<file path="src/rtl/mem_access.sv">
// mem_access: pipeline memory stage issuing one 64-bit bus transaction per load/store.
// Define MEM_ACCESS_MISALIGN_CHECK_EN to reject misaligned accesses instead of rounding them down.
package mem_access_pkg;
  localparam logic [6:0] OP_LOAD  = 7'b0000011;
  localparam logic [6:0] OP_STORE = 7'b0100011;

  typedef struct packed {
    logic [6:0] op_code;
    logic [2:0] funct3;
  } decoder_output;
endpackage

module mem_access
  import mem_access_pkg::*;
#(
  parameter int ADDR_W = 64,
  parameter int DATA_W = 64
) (
  input  logic                clk,
  input  logic                reset,
  input  logic                enable,
  output logic                complete,
  input  decoder_output       control_signals,
  input  logic [ADDR_W-1:0]   alu_result,
  input  logic [DATA_W-1:0]   store_data,
  output logic [ADDR_W-1:0]   alu_result_out,
  output logic [DATA_W-1:0]   mem_load_data,
  output logic                misaligned,
  output logic                mem_req_valid,
  input  logic                mem_req_ready,
  output logic [ADDR_W-1:0]   mem_req_addr,
  output logic                mem_req_write,
  output logic [DATA_W-1:0]   mem_req_wdata,
  output logic [DATA_W/8-1:0] mem_req_wstrb,
  input  logic                mem_resp_valid,
  input  logic [DATA_W-1:0]   mem_resp_data
);

  typedef enum logic [1:0] {IDLE, REQ, WAIT_RESP, DONE} state_t;

  state_t              state, state_next;
  logic                is_load, is_store, is_mem, bad_align;
  logic [2:0]          off_raw, size_mask, off_eff;
  logic [DATA_W/8-1:0] lane_mask;
  logic                aborted, is_load_q;
  logic [2:0]          off_q, funct3_q;
  logic [DATA_W-1:0]   shifted, load_ext;

  always_comb begin
    is_load  = (control_signals.op_code == OP_LOAD);
    is_store = (control_signals.op_code == OP_STORE);
    is_mem   = is_load | is_store;
    off_raw  = alu_result[2:0];
    case (control_signals.funct3[1:0])
      2'b00:   begin size_mask = 3'b000; lane_mask = 8'h01; end
      2'b01:   begin size_mask = 3'b001; lane_mask = 8'h03; end
      2'b10:   begin size_mask = 3'b011; lane_mask = 8'h0F; end
      default: begin size_mask = 3'b111; lane_mask = 8'hFF; end
    endcase
`ifdef MEM_ACCESS_MISALIGN_CHECK_EN
    bad_align = is_mem && ((off_raw & size_mask) != 3'b000);
    off_eff   = off_raw;
`else
    bad_align = 1'b0;
    off_eff   = off_raw & ~size_mask;
`endif
  end

  always_comb begin
    shifted = mem_resp_data >> {off_q, 3'b000};
    case (funct3_q)
      3'b000:  load_ext = {{56{shifted[7]}}, shifted[7:0]};
      3'b001:  load_ext = {{48{shifted[15]}}, shifted[15:0]};
      3'b010:  load_ext = {{32{shifted[31]}}, shifted[31:0]};
      3'b100:  load_ext = {56'd0, shifted[7:0]};
      3'b101:  load_ext = {48'd0, shifted[15:0]};
      3'b110:  load_ext = {32'd0, shifted[31:0]};
      default: load_ext = shifted;
    endcase
  end

  // An abandoned transaction still finishes on the bus but never reports completion.
  always_comb begin
    state_next    = state;
    mem_req_valid = 1'b0;
    complete      = 1'b0;
    case (state)
      IDLE:      if (enable) state_next = (is_mem && !bad_align) ? REQ : DONE;
      REQ: begin
        mem_req_valid = 1'b1;
        if (mem_req_ready) state_next = WAIT_RESP;
      end
      WAIT_RESP: if (mem_resp_valid) state_next = (aborted || !enable) ? IDLE : DONE;
      DONE: begin
        complete = enable;
        if (!enable) state_next = IDLE;
      end
      default:   state_next = IDLE;
    endcase
  end

  always_ff @(posedge clk or negedge reset) begin
    if (!reset) begin
      state          <= IDLE;
      alu_result_out <= '0;
      mem_load_data  <= '0;
      misaligned     <= 1'b0;
      mem_req_addr   <= '0;
      mem_req_write  <= 1'b0;
      mem_req_wdata  <= '0;
      mem_req_wstrb  <= '0;
      aborted        <= 1'b0;
      is_load_q      <= 1'b0;
      off_q          <= 3'd0;
      funct3_q       <= 3'd0;
    end else begin
      state <= state_next;
      if (state == IDLE && enable) begin
        alu_result_out <= alu_result;
        mem_load_data  <= '0;
        misaligned     <= bad_align;
        mem_req_addr   <= {alu_result[ADDR_W-1:3], 3'b000};
        mem_req_write  <= is_store;
        mem_req_wdata  <= is_store ? (store_data << {off_eff, 3'b000}) : '0;
        mem_req_wstrb  <= is_store ? (lane_mask << off_eff) : '0;
        aborted        <= 1'b0;
        is_load_q      <= is_load;
        off_q          <= off_eff;
        funct3_q       <= control_signals.funct3;
      end
      if ((state == REQ || state == WAIT_RESP) && !enable) aborted <= 1'b1;
      if (state == WAIT_RESP && mem_resp_valid && is_load_q) mem_load_data <= load_ext;
    end
  end

endmodule

</file>
<file path="config.mk">
export PLATFORM = sky130hd
export DESIGN_NAME = mem_access
export DESIGN_NICKNAME = d
export VERILOG_FILES = /design/src/rtl/mem_access.sv
export SDC_FILE = /design/constraint.sdc
export NUM_CORES = 1
export LEC_CHECK = 0
export BUFFER_PORTS_ARGS = -buffer_cell sky130_fd_sc_hd__buf_2
export CORE_AREA = 2 2 185 187
export DETAILED_ROUTE_END_ITERATION = 6
export DIE_AREA = 0 0 187 189
export MAX_ROUTING_LAYER = met4
export PLACE_DENSITY = 0.65
export SLEW_MARGIN = 10
export SYNTH_ARGS = -nofsm -noshare
export SYNTH_HDL_FRONTEND = slang
export SYNTH_SLANG_ARGS = --single-unit
</file>
<file path="constraint.sdc">
create_clock -name clk -period 3 [get_ports clk]
set_input_delay 0.15 -clock clk [delete_from_list [all_inputs] [get_ports clk]]
set_output_delay 0.15 -clock clk [all_outputs]
set_load 0.01 [all_outputs]
</file>
Yosys cells after proc, flatten, opt, wreduce, memory -nomap -nowiden
Cells that the tools add are included.
{ "op_classes": {"shifts": 3, "n_bitwise": 3, "mux": 18, "n_eq_ne": 16, "n_reduce_logical": 13} }
{ "ops": {"columns": ["op", "count"], "rows": [
  ["64-bit case mux with 6 select lines", 1],
  ["64-bit two-way mux", 3],
  ["64-bit by 6-bit left shift with 64-bit output", 1],
  ["64-bit by 6-bit >> shifter with 64-bit output", 1],
  ["8-bit case mux with 3 select lines", 1],
  ["2-bit two-way mux", 6],
  ["3-bit equality test, second input constant", 3],
  ["3-bit case mux with 3 select lines", 1],
  ["8-bit two-way mux", 1],
  ["2-bit != test, second input constant", 4],
  ["2-bit case mux with 4 select lines", 1],
  ["8-bit by 3-bit left shift with 8-bit output", 1],
  ["7-bit by 2-bit equality test with 1-bit output, second input constant", 1],
  ["7-bit by 6-bit equality test with 1-bit output, second input constant", 1],
  ["2-bit equality test, second input constant", 3],
  ["2-bit by 1-bit equality test with 1-bit output, second input constant", 2],
  ["1-bit logical AND", 4],
  ["2-bit logical NOT", 2],
  ["1-bit two-way mux", 4],
  ["4-bit AND reduction", 1],
  ["2-bit nonzero test", 2],
  ["3-bit AND", 1],
  ["3-bit by 1-bit equality test with 1-bit output, second input constant", 1],
  ["3-bit by 2-bit equality test with 1-bit output, second input constant", 1],
  ["5 further kinds", 6]
]} }
{ "word_totals": {"wordCells": 64, "output_inout_bits": 268, "ff_bits": 272} }

Longest topological paths before layout
{ "depth": {"word_depth": 6, "depth_mapped": 9, "depth_no_buf": 7} }

Least setup slack after synthesis
No wires, ideal clock.
{ "synth_timing": {"path_type": "flip-flop to flip-flop", "start": "register state[0]", "end": "register mem_req_wdata[0]", "arrival_time_ps": 2072, "stages_incl_launch_ff": 7, "setup_slack_ps": 860, "setup_time_ps": 68, "path_cell_list": "dfrtp_1 inv_1 ha_1 nor4b_1 nand4_1 nor4_2 a22o_1"} }
{ "synth_between": {"elab_chain_len": 2} }
{ "synth_rtl": {"columns": ["element", "line", "source"], "rows": [
  ["from (decl)", "41", "state_t state, state_next;"],
  ["from (signal assigned)", "117", "state <= state_next;"],
  ["2-bit logical NOT", "118", "if (state == IDLE && enable) begin"],
  ["1-bit logical AND", "118", null],
  ["to (signal assigned)", "124", "mem_req_wdata <= is_store ? (store_data << {off_eff, 3'b000}) : '0;"],
  ["to (decl)", "33", "output logic [DATA_W-1:0] mem_req_wdata,"]
]} }
No other way between the ends.
A chain may end at the register's enable or synchronous reset.

Final worst setup path
{ "layout_timing": {"start": "register off_q[1]", "end": "register mem_load_data[15]"} }
{ "layout_between": {"elab_chain_len": 3} }
{ "layout_rtl": {"columns": ["element", "line", "source"], "rows": [
  ["from (decl)", "46", "logic [2:0] off_q, funct3_q;"],
  ["from (signal assigned)", "114", "off_q <= 3'd0;"],
  ["from (signal assigned)", "128", "off_q <= off_eff;"],
  ["64-bit by 6-bit >> shifter with 64-bit output", "70", "shifted = mem_resp_data >> {off_q, 3'b000};"],
  ["64-bit case mux with 6 select lines", "71", "case (funct3_q)"],
  ["64-bit two-way mux", "132", "if (state == WAIT_RESP && mem_resp_valid && is_load_q) mem_load_data <= load_ext;"],
  ["to (signal assigned)", "132", null],
  ["to (decl)", "27", "output logic [DATA_W-1:0] mem_load_data,"]
]} }
No other way between the ends.

==> results.yml <==
timing:
  maxSlewViolCount: 0
  fmax_mhz: 391
  skew_ns: 0.0171
  rsz0062_at_grt: "no"
  finalHoldViolations: 0
  worstMarginPinSlew_ns: 0.930
  slew_headroom_pct: 38.0
  setup_viol: 0
  whs_ns: 0.0253
  finalSetupTns_ns: 0
  setup_slack_ns: 0.441
  fin_crit_sh_pct: 85.3
  period_minus_slack_ns: 2.56
min_path:
  hp-class: "input port to flop"
  holdPathStages: 3
  hp-start: "store_data[11]"
  hold_end: "mem_req_wdata[11]$_DFFE_PN0P_"
drt:
  final_antenna_net_count: 0
  viasPerCell: 5.30
  drt_wl_total_mm: 44.5
  first_pass_iters: 6
  drc: 0
  wire_per_inst_um: 21.6
  via_count: 10900
  drt_iter0_markers: 646
global_routing:
  use_met1_pct: 28.7
  grt_max_degree: 109
  met2_usage_pct: 42.1
  globalRouteOverflowTotal: 0
  met3_usage_pct: 7.34
  grt_pass1_vias: 11000
  grt_first_pass_wirelength_mm: 66.8
  top_usage_layer: "met2"
  antenna_found_initial: 7
  groute.usage.overall_pct: 25.2
worst_setup_path:
  cpPeakStageDelay_ns: 0.76
  path_class: "flop to flop"
  crit_chain: "nand2b_1, o22ai_1, nor4_2, o21ai_2, o311ai_0"
  r2r_cells: 5
  reg2reg_from: "off_q[1]$_DFFE_PN0P_"
  required_ns: 3.35
  crit_arrival_ns: 2.91
  cp-start-kind: "flop"
  r2r_end: "mem_load_data[15]$_DFFE_PN0P_"
  worst_path_max_delay_cell: "o21ai_2"
  worst-path-max-fanout: 17
  endpoint_kind: "flop"
  rrSetupSlack_ns: 0.44
yosys:
  yosys.cell_types.count: 55
  synth_edf_count: 0
  syn_area_per_cell_um2: 10.5
  syn_area_um2: 11800
  synth_top_cell_by_area: "dfrtp_1"
  yosysSeqAreaShare_pct: 44.9
  synth_top_area_share_pct: 44.9
  ys_ff_latch: 211
  syn_inst: 1124
  synth_area_leaders: "dfrtp_1 (45%), mux2i_1 (10%), mux2_2 (6.7%)"
  yosys_warnings: 0
  async_flop_share_pct: 100
  synth_flop_cell: "dfrtp_1"
cts:
  clk_pin_slew_ns: 0.06
  numCtsBuffers: 26
  root_buffer: "clkbuf_16"
  clk_path_buf_depth: 3
  cts.sinks: 211
  htree_levels: 1
  clock_latency_ns: 0.54
  cts_tree: "built"
  ctsResizeCount: 0
floorplan:
  placementRows: 67
  pin_count: 475
  die_height_um: 189
  die_area_um2: 35300
  core-area_um2: 33300
  start_util_pct: 35.3
  die_w_um: 187
cells_and_area:
  multi_input_area_um2: 5610
  ff_latch_area_um2: 5280
  fillerInstances: 3136
  area_growth_pct: 34.3
  nNetsFinal: 1798
  layout-drive-gt1-share_pct: 41.2
job:
  cap_violations: 0
place:
  place.detailed.hpwl_mm: 32.9
  portBuffers: 470
  dp_slack_ns: 0.506
  gp_congestion: 1.01
status:
  outcome: "finished clean"
power:
  leakage_nw: 7.86
  ir_drop_mv: 0.526
  pwr_density_cell_nw_per_um2: 766
[flip-flops by register name (all words and copies together), names as in the netlist]
signal,flops
alu_result_out,64
mem_req_write,1
mem_load_data,64
mem_req_wstrb,8
funct3_q,3
off_q,3
state,2
mem_req_wdata,64
aborted,1
is_load_q,1
[synth_stat cells (all sizes together) (19+ instances only)]
| master | instances |
|---|---|
| a211oi | 22 |
| a21oi | 26 |
| a22o | 25 |
| a31oi | 19 |
| buf | 92 |
| clkbuf | 61 |
| dfrtp | 211 |
| mux2 | 71 |
| mux2i | 120 |
| mux4 | 24 |
| nand2 | 168 |
| nor2 | 32 |
| o21ai | 100 |
[critical path: cells and delay by family (launching register included)]
| kind | cells | cell delay [ns] |
|---|---|---|
| AO/OA/AOI/OAI | 3 | 1.38 |
| AND/OR/NAND/NOR | 2 | 0.52 |
| flip-flops | 1 | 0.47 |
[layout by cell type (no fill, tap or decap), drive strengths merged, types with 7 or more instances in the layout]
cell | netlist | final
o2bb2ai | 11 | 11
nand3 | 15 | 15
o31ai | 13 | 13
diode | 0 | 7
nor2 | 32 | 32
clkbuf | 61 | 34
buf | 92 | 503
mux4 | 24 | 24
inv | 9 | 10
nand2 | 168 | 168
dfrtp | 211 | 211
a211oi | 22 | 22
dlygate4sd3 | 0 | 82
a21oi | 26 | 26
nand2b | 16 | 16
a31oi | 19 | 19
a22oi | 13 | 13
o21ai | 100 | 100
mux2i | 120 | 120
mux2 | 71 | 71
a22o | 25 | 25
nor2b | 16 | 16
o211ai | 15 | 15
[layer usage]
metal | share of wire, % | routed length, um
met5 | 0 | 0
met4 | 4.0 | 1780
met3 | 9.7 | 4300
met2 | 49 | 21900
met1 | 37 | 16500
[logic make-up after synthesis]
family,after synthesis,synth area share [%]
AOI/OAI and AO/OA,266,15.2
and+or+nand+nor,265,10.0
muxes,215,21.6
DFF,211,44.9
buffers and inverters,162,7.72
adders and majority gates,4,0.426
other,1,0.0319
[per-stage QoR]
step	area [um2]	cells	power, mW	util (%)
global route	15800	2057	12.7	47.4
detailed placement	14200	1925	9.05	42.6
finish	15800	2057	12.1	47.4
CTS	15800	2050	12.1	47.4
global placement	14200	1925	8.98	42.6
floorplan	11800	1127	7.63	-
[timing repair]
item                      in CTS  in global routing
buffers inserted               0                  0
hold buffers                  82                  0
hold endpoints to repair     178                  0
[report_power, final]
part | leakage (nW) | total [mW] | internal, mW | switching (mW)
Combinational | 4.68 | 5.26 | 2.26 | 3.01
Clock | 0.387 | 2.97 | 1.72 | 1.25
Sequential | 2.79 | 3.85 | 3.39 | 0.464
Total | 7.86 | 12.1 | 7.37 | 4.73
[worst max-delay path by stage]
stage                                    endpoint  slack, ns  cells past startpoint                 start
floorplan            mem_req_wdata[0]$_DFFE_PN0P_       0.86                      6  state[0]$_DFFE_PN0P_
global placement    mem_load_data[13]$_DFFE_PN0P_       0.54                      7  off_q[0]$_DFFE_PN0P_
detailed placement  mem_load_data[13]$_DFFE_PN0P_       0.51                      7  off_q[0]$_DFFE_PN0P_
CTS                  mem_req_wdata[6]$_DFFE_PN0P_       0.47                      7  state[0]$_DFFE_PN0P_
global route        mem_load_data[15]$_DFFE_PN0P_       0.25                      5  off_q[1]$_DFFE_PN0P_
finish              mem_load_data[15]$_DFFE_PN0P_       0.44                      5  off_q[1]$_DFFE_PN0P_
[area by class of cell]
type / instances / share of cell area [%]
multi-input cells: 754 / 35.5
flip-flops and latches: 211 / 33.5
repair buffers: 585 / 22.1
clock buffers: 34 / 4.44
well taps: 448 / 3.55
clock inverters: 9 / 0.555
inverters: 9 / 0.214
diodes: 7 / 0.111
Power figures use the tool's default switching activity.
